**config.mk**
```make
export PLATFORM = sky130hd
export DESIGN_NAME = pipeline_hazard_ctrl
export DESIGN_NICKNAME = d
export VERILOG_FILES = /design/src/rtl/pipeline_hazard_ctrl.sv
export SDC_FILE = /design/constraint.sdc
export NUM_CORES = 1
export LEC_CHECK = 0
export BUFFER_PORTS_ARGS = -buffer_cell sky130_fd_sc_hd__buf_4
export CORE_MARGIN = 1.5
export CORE_UTILIZATION = 43
export CTS_CLUSTER_DIAMETER = 120
export DETAILED_ROUTE_END_ITERATION = 7
export GPL_TIMING_DRIVEN = 0
export MAX_ROUTING_LAYER = met4
export PLACE_DENSITY_LB_ADDON = 0.25
export SETUP_SLACK_MARGIN = 0.1
export SLEW_MARGIN = 30
export SYNTH_ARGS = -nofsm -noshare
export SYNTH_HDL_FRONTEND = slang
export SYNTH_SLANG_ARGS = --single-unit
```
**constraint.sdc**
```tcl
create_clock -name clk -period 11.4 [get_ports clk]
set_input_delay 2.28 -clock clk [delete_from_list [all_inputs] [get_ports clk]]
set_output_delay 2.28 -clock clk [all_outputs]
set_load 0.005 [all_outputs]
```
**src/rtl/pipeline_hazard_ctrl.sv**
```systemverilog
// Hazard controller for the 5-stage pipeline: EX forwarding selects, load-use
// bubble insertion, taken-branch flushes and saturating stall/flush counters.
module pipeline_hazard_ctrl #(
    parameter int REG_AW       = 5,
    parameter int LOAD_BUBBLES = 1,
    parameter int CNT_W        = 32
) (
    input  logic              clk,
    input  logic              rst,
    input  logic [REG_AW-1:0] Rs1_D,
    input  logic [REG_AW-1:0] Rs2_D,
    input  logic [REG_AW-1:0] Rs1_E,
    input  logic [REG_AW-1:0] Rs2_E,
    input  logic [REG_AW-1:0] RD_E,
    input  logic [REG_AW-1:0] RD_M,
    input  logic [REG_AW-1:0] RD_W,
    input  logic              RegWriteE,
    input  logic              RegWriteM,
    input  logic              RegWriteW,
    input  logic              ResultSrcE,
    input  logic              PCSrcE,
    input  logic              cnt_clr,
    output logic [1:0]        ForwardAE,
    output logic [1:0]        ForwardBE,
    output logic              StallF,
    output logic              StallD,
    output logic              FlushD,
    output logic              FlushE,
    output logic [CNT_W-1:0]  stall_cnt,
    output logic [CNT_W-1:0]  flush_cnt
);

    generate
        if (LOAD_BUBBLES < 1 || LOAD_BUBBLES > 7) begin : g_bad_bubbles
            $error("pipeline_hazard_ctrl: LOAD_BUBBLES must be in 1..7");
        end
    endgenerate

    localparam logic [0:0]       IDLE     = 1'b0;
    localparam logic [0:0]       STALL    = 1'b1;
    localparam logic [2:0]       BUB_INIT = 3'(LOAD_BUBBLES - 1);
    localparam logic [CNT_W-1:0] CNT_MAX  = '1;

    logic [0:0] state, state_nxt;
    logic [2:0] bub_cnt, bub_nxt;
    logic       lw_hit;
    logic       stall_raw, flush_d_raw, flush_e_raw;
    logic [1:0] fwd_a, fwd_b;

    // M-stage result is younger than W, so it wins when both match.
    function automatic logic [1:0] fwd_sel(
        input logic [REG_AW-1:0] rs,
        input logic [REG_AW-1:0] rd_m,
        input logic              we_m,
        input logic [REG_AW-1:0] rd_w,
        input logic              we_w
    );
        if (we_m && rd_m != '0 && rd_m == rs)
            return 2'b10;
        else if (we_w && rd_w != '0 && rd_w == rs)
            return 2'b01;
        else
            return 2'b00;
    endfunction

    assign fwd_a  = fwd_sel(Rs1_E, RD_M, RegWriteM, RD_W, RegWriteW);
    assign fwd_b  = fwd_sel(Rs2_E, RD_M, RegWriteM, RD_W, RegWriteW);
    assign lw_hit = ResultSrcE && RegWriteE && RD_E != '0 &&
                    (RD_E == Rs1_D || RD_E == Rs2_D);

    always_comb begin
        state_nxt   = state;
        bub_nxt     = bub_cnt;
        stall_raw   = 1'b0;
        flush_d_raw = 1'b0;
        flush_e_raw = 1'b0;
        if (PCSrcE) begin
            // The stalled decode instruction is on the wrong path; drop it.
            flush_d_raw = 1'b1;
            flush_e_raw = 1'b1;
            state_nxt   = IDLE;
            bub_nxt     = 3'd0;
        end else begin
            case (state)
                IDLE: begin
                    if (lw_hit) begin
                        stall_raw   = 1'b1;
                        flush_e_raw = 1'b1;
                        if (LOAD_BUBBLES > 1) begin
                            state_nxt = STALL;
                            bub_nxt   = BUB_INIT;
                        end
                    end
                end
                STALL: begin
                    stall_raw   = 1'b1;
                    flush_e_raw = 1'b1;
                    bub_nxt     = bub_cnt - 3'd1;
                    if (bub_cnt == 3'd1)
                        state_nxt = IDLE;
                end
                default: begin
                    state_nxt = IDLE;
                    bub_nxt   = 3'd0;
                end
            endcase
        end
    end

    // Reset overrides every output without waiting for a clock edge.
    assign ForwardAE = rst ? 2'b00 : fwd_a;
    assign ForwardBE = rst ? 2'b00 : fwd_b;
    assign StallF    = !rst && stall_raw;
    assign StallD    = !rst && stall_raw;
    assign FlushD    = !rst && flush_d_raw;
    assign FlushE    = !rst && flush_e_raw;

    always_ff @(posedge clk or posedge rst) begin
        if (rst) begin
            state   <= IDLE;
            bub_cnt <= 3'd0;
        end else begin
            state   <= state_nxt;
            bub_cnt <= bub_nxt;
        end
    end

    always_ff @(posedge clk or posedge rst) begin
        if (rst) begin
            stall_cnt <= '0;
            flush_cnt <= '0;
        end else begin
            if (cnt_clr)
                stall_cnt <= '0;
            else if (StallD && stall_cnt != CNT_MAX)
                stall_cnt <= stall_cnt + CNT_W'(1);
            if (cnt_clr)
                flush_cnt <= '0;
            else if (PCSrcE && flush_cnt != CNT_MAX)
                flush_cnt <= flush_cnt + CNT_W'(1);
        end
    end

endmodule

```
==> summary.md <==
| Metric | Value |
|---|---|
| Number of global-route vias before repair | `3,761` |
| Worst-margin pin slew | `0.9106 ns` |
| Post-CTS Hold Buffers | `0` |
| Post-Syn Area | `4041 µm²` |
| Layout cell share with drive strength beyond 1 | `24.91%` |
| Post-route insts no fill | `693` |
| EDFF count, synth | `0` |
| R2R setup slack | `8.53 ns` |
| Total CTS buffers | `9` |
| Gpl congestion | `0.8574` |
| Sequential area share after synthesis | `42.11%` |
| Die Y | `99.95 µm` |
| Tmin final | `6.353 ns` |
| Design Area, Final | `5209 µm²` |
| Crit path required time | `9.12 ns` |
| Critical path class | `in -> out` |
| WL final | `10,690 µm` |
| Yosys Warn Count | `0` |
| Mapped Cells | `453` |
| Pins over their slew limit | `0` |
| Max-Cap Viols | `0` |
| Remaining DRCs | `0` |
| Placement row count | `35` |
| Initial DRC count | `204` |
| Initial Util | `43.95%` |
| Dpl cells | `678` |
| Setup TNS | `0 ns` |
| CP arrival | `4.07 ns` |
| P per Cell Area | `87.63 nW/µm²` |
| CTS H-Tree Depth | `3` |
| Root buf cell | `clkbuf_8` |
| Post-synth net total | `500` |
| Area growth syn-to-layout | `28.89%` |
| Via count | `3,941` |
| Startpoint type of the worst setup path | `input port` |
| Pre-CTS setup slack | `5.004 ns` |
| Clock sink count | `68` |
| Top post-synthesis cells by count | `dfrtp_1 (68), nor2_1 (44), a21oi_1 (36)` |
| Leakage power | `2.187 nW` |
| Slew headroom | `38.73%` |
| Grt total ovfl | `0` |
| Endpoint type of the worst setup path | `output port` |
| Achievable frequency | `157.4 MHz` |
| Clock Pin Slew Worst Setup and Hold Paths | `0.07 ns` |
| Fin nets | `625` |
| Drt pass-1 iters | `4` |
| Die extent in x | `99.95 µm` |
| Skew final | `0.01150 ns` |
| Die area | `9989 µm²` |
| Worst hold path type | `reg -> reg` |
| Syn Area/Cell | `8.921 µm²` |
| Final Hold Vio Count | `0` |
| Post-synth cell types | `46` |
| Worst skew pair latency | `0.35 ns` |
| RSZ-0062 raised after global routing | `no` |
| Final setup fails | `0` |
| Fin crit share | `55.73%` |
| IO Port Bufs | `113` |
| Top-count cell post-synth | `dfrtp_1` |
| Setup WS post-layout | `5.047 ns` |
| Final ANT Viol Nets | `0` |
| Clk buf depth | `2` |
| Total track usage | `22.81%` |
| First-pass GRT wire length | `17,810 µm` |
| CTS resizes | `0` |
| Largest net degree at the start of global routing | `43` |
| Asr flop ratio synth | `100.0%` |
| Detailed-route wire length per cell | `15.42 µm` |
| Post-synth top area share | `42.11%` |
| Setup Fix Bufs, Post-CTS | `0` |
| Placed Area | `5059 µm²` |
| CTS tree | `built` |
| Crit path max fanout | `42` |
| Initial antenna violation count | `0` |
| Main flop type after synthesis | `dfrtp_1` |
| Vias per Instance | `5.687` |
| Synth top area cells | `dfrtp_1 (42%), xnor2_1 (7.2%), xor2_1 (5.0%)` |
| Register bit total from synthesis | `68` |
| Cell taking the most area after synthesis | `dfrtp_1` |
| Post-DP HPWL | `7867 µm` |
| N_diodes | `0` |
| Status | `complete, no violations` |
| Io pins | `115` |
| Worst vdd ir | `0.00005782 V` |
| Core area | `9196 µm²` |
-- worst max-delay path: stages --
cell and delay, ns:
buf_4 0.14, inv_4 0.29, buf_16 0.28, o211ai_1 0.13, or4_1 0.52, nor4_1 0.25
buf_4 0.17
-- power by group --
| group | internal (W) | switching [W] |
|---|---|---|
| registers | 0.000242 | 0.00000158 |
| clock network | 0.0000769 | 0.0000891 |
| logic | 0.0000225 | 0.0000244 |
-- flip-flops by register name, summed over array words and instances (netlist names) --
| register | flops |
|---|---|
| stall_cnt | 32 |
| flush_cnt | 32 |
| bub_cnt | 3 |
| state | 1 |
-- layout make-up --
cell class	count	area, µm²
plain buffers	15	91.34
clock buffers	12	135.1
clock inverters	3	15.01
fillers	835	3988
inverters	16	62.56
multi-input cells	354	2188
flip-flops and latches	68	1702
well taps	111	138.9
repair buffers	114	875.8
-- routing by layer --
layer	routed length [µm]	track usage, %	vias up
met4	123	6.501	0
met5	0	-	-
met1	4787	28.13	1920
met3	453	4.805	11
met2	5323	37.99	114
li1	-	-	1896
-- path summary, 6_finish.rpt --
kind                                                start                         to  cells past startpoint
worst max-delay path                                  rst               ForwardBE[0]                      7
min in group asynchronous                             rst  flush_cnt[29]$_DFFE_PP0P_                      2
worst max register to register  stall_cnt[15]$_DFFE_PP0P_  stall_cnt[26]$_DFFE_PP0P_                      7
max in group asynchronous                             rst  flush_cnt[21]$_DFFE_PP0P_                      3
worst min register to register     bub_cnt[2]$_DFFE_PP0P_            state$_DFF_PP0_                      2
worst min-delay path               bub_cnt[2]$_DFFE_PP0P_            state$_DFF_PP0_                      2
-- cells in the final DEF (no fill, tap or decap), types with 10 or more instances in the layout --
master	Yosys	routed
a21oi_1	36	36
clkbuf_1	8	11
buf_4	1	114
o21ai_0	26	26
nand3_1	31	31
xor2_1	23	23
dfrtp_1	68	68
nor3_1	12	12
clkbuf_8	2	11
xnor2_1	33	33
o31ai_1	10	10
nand2_1	28	28
nand4_1	21	21
or3_1	26	26
or4_1	14	14
nor2_1	44	44
inv_1	16	15
-- metrics by stage --
step	util [%]	hold WS, ns	power (W)
finish	56.64	0.5615	0.0004564
global route	56.64	0.5962	0.0004762
CTS	56.64	0.5652	0.0004637
detailed placement	55.01	0.5482	0.0002956
global placement	54.68	0.5416	0.0002930
floorplan	-	0.5204	0.0002709
-- cells by family after synthesis --
family,Yosys count,share of synthesized area (%)
muxes,4,1.022
buffers and inverters,31,3.746
and+or+nand+nor,203,26.97
AOI/OAI and AO/OA,87,12.79
DFF,68,42.11
xor gates and xnor gates,56,12.14
adders and majority gates,4,1.238
Power figures use the tool's default switching activity.
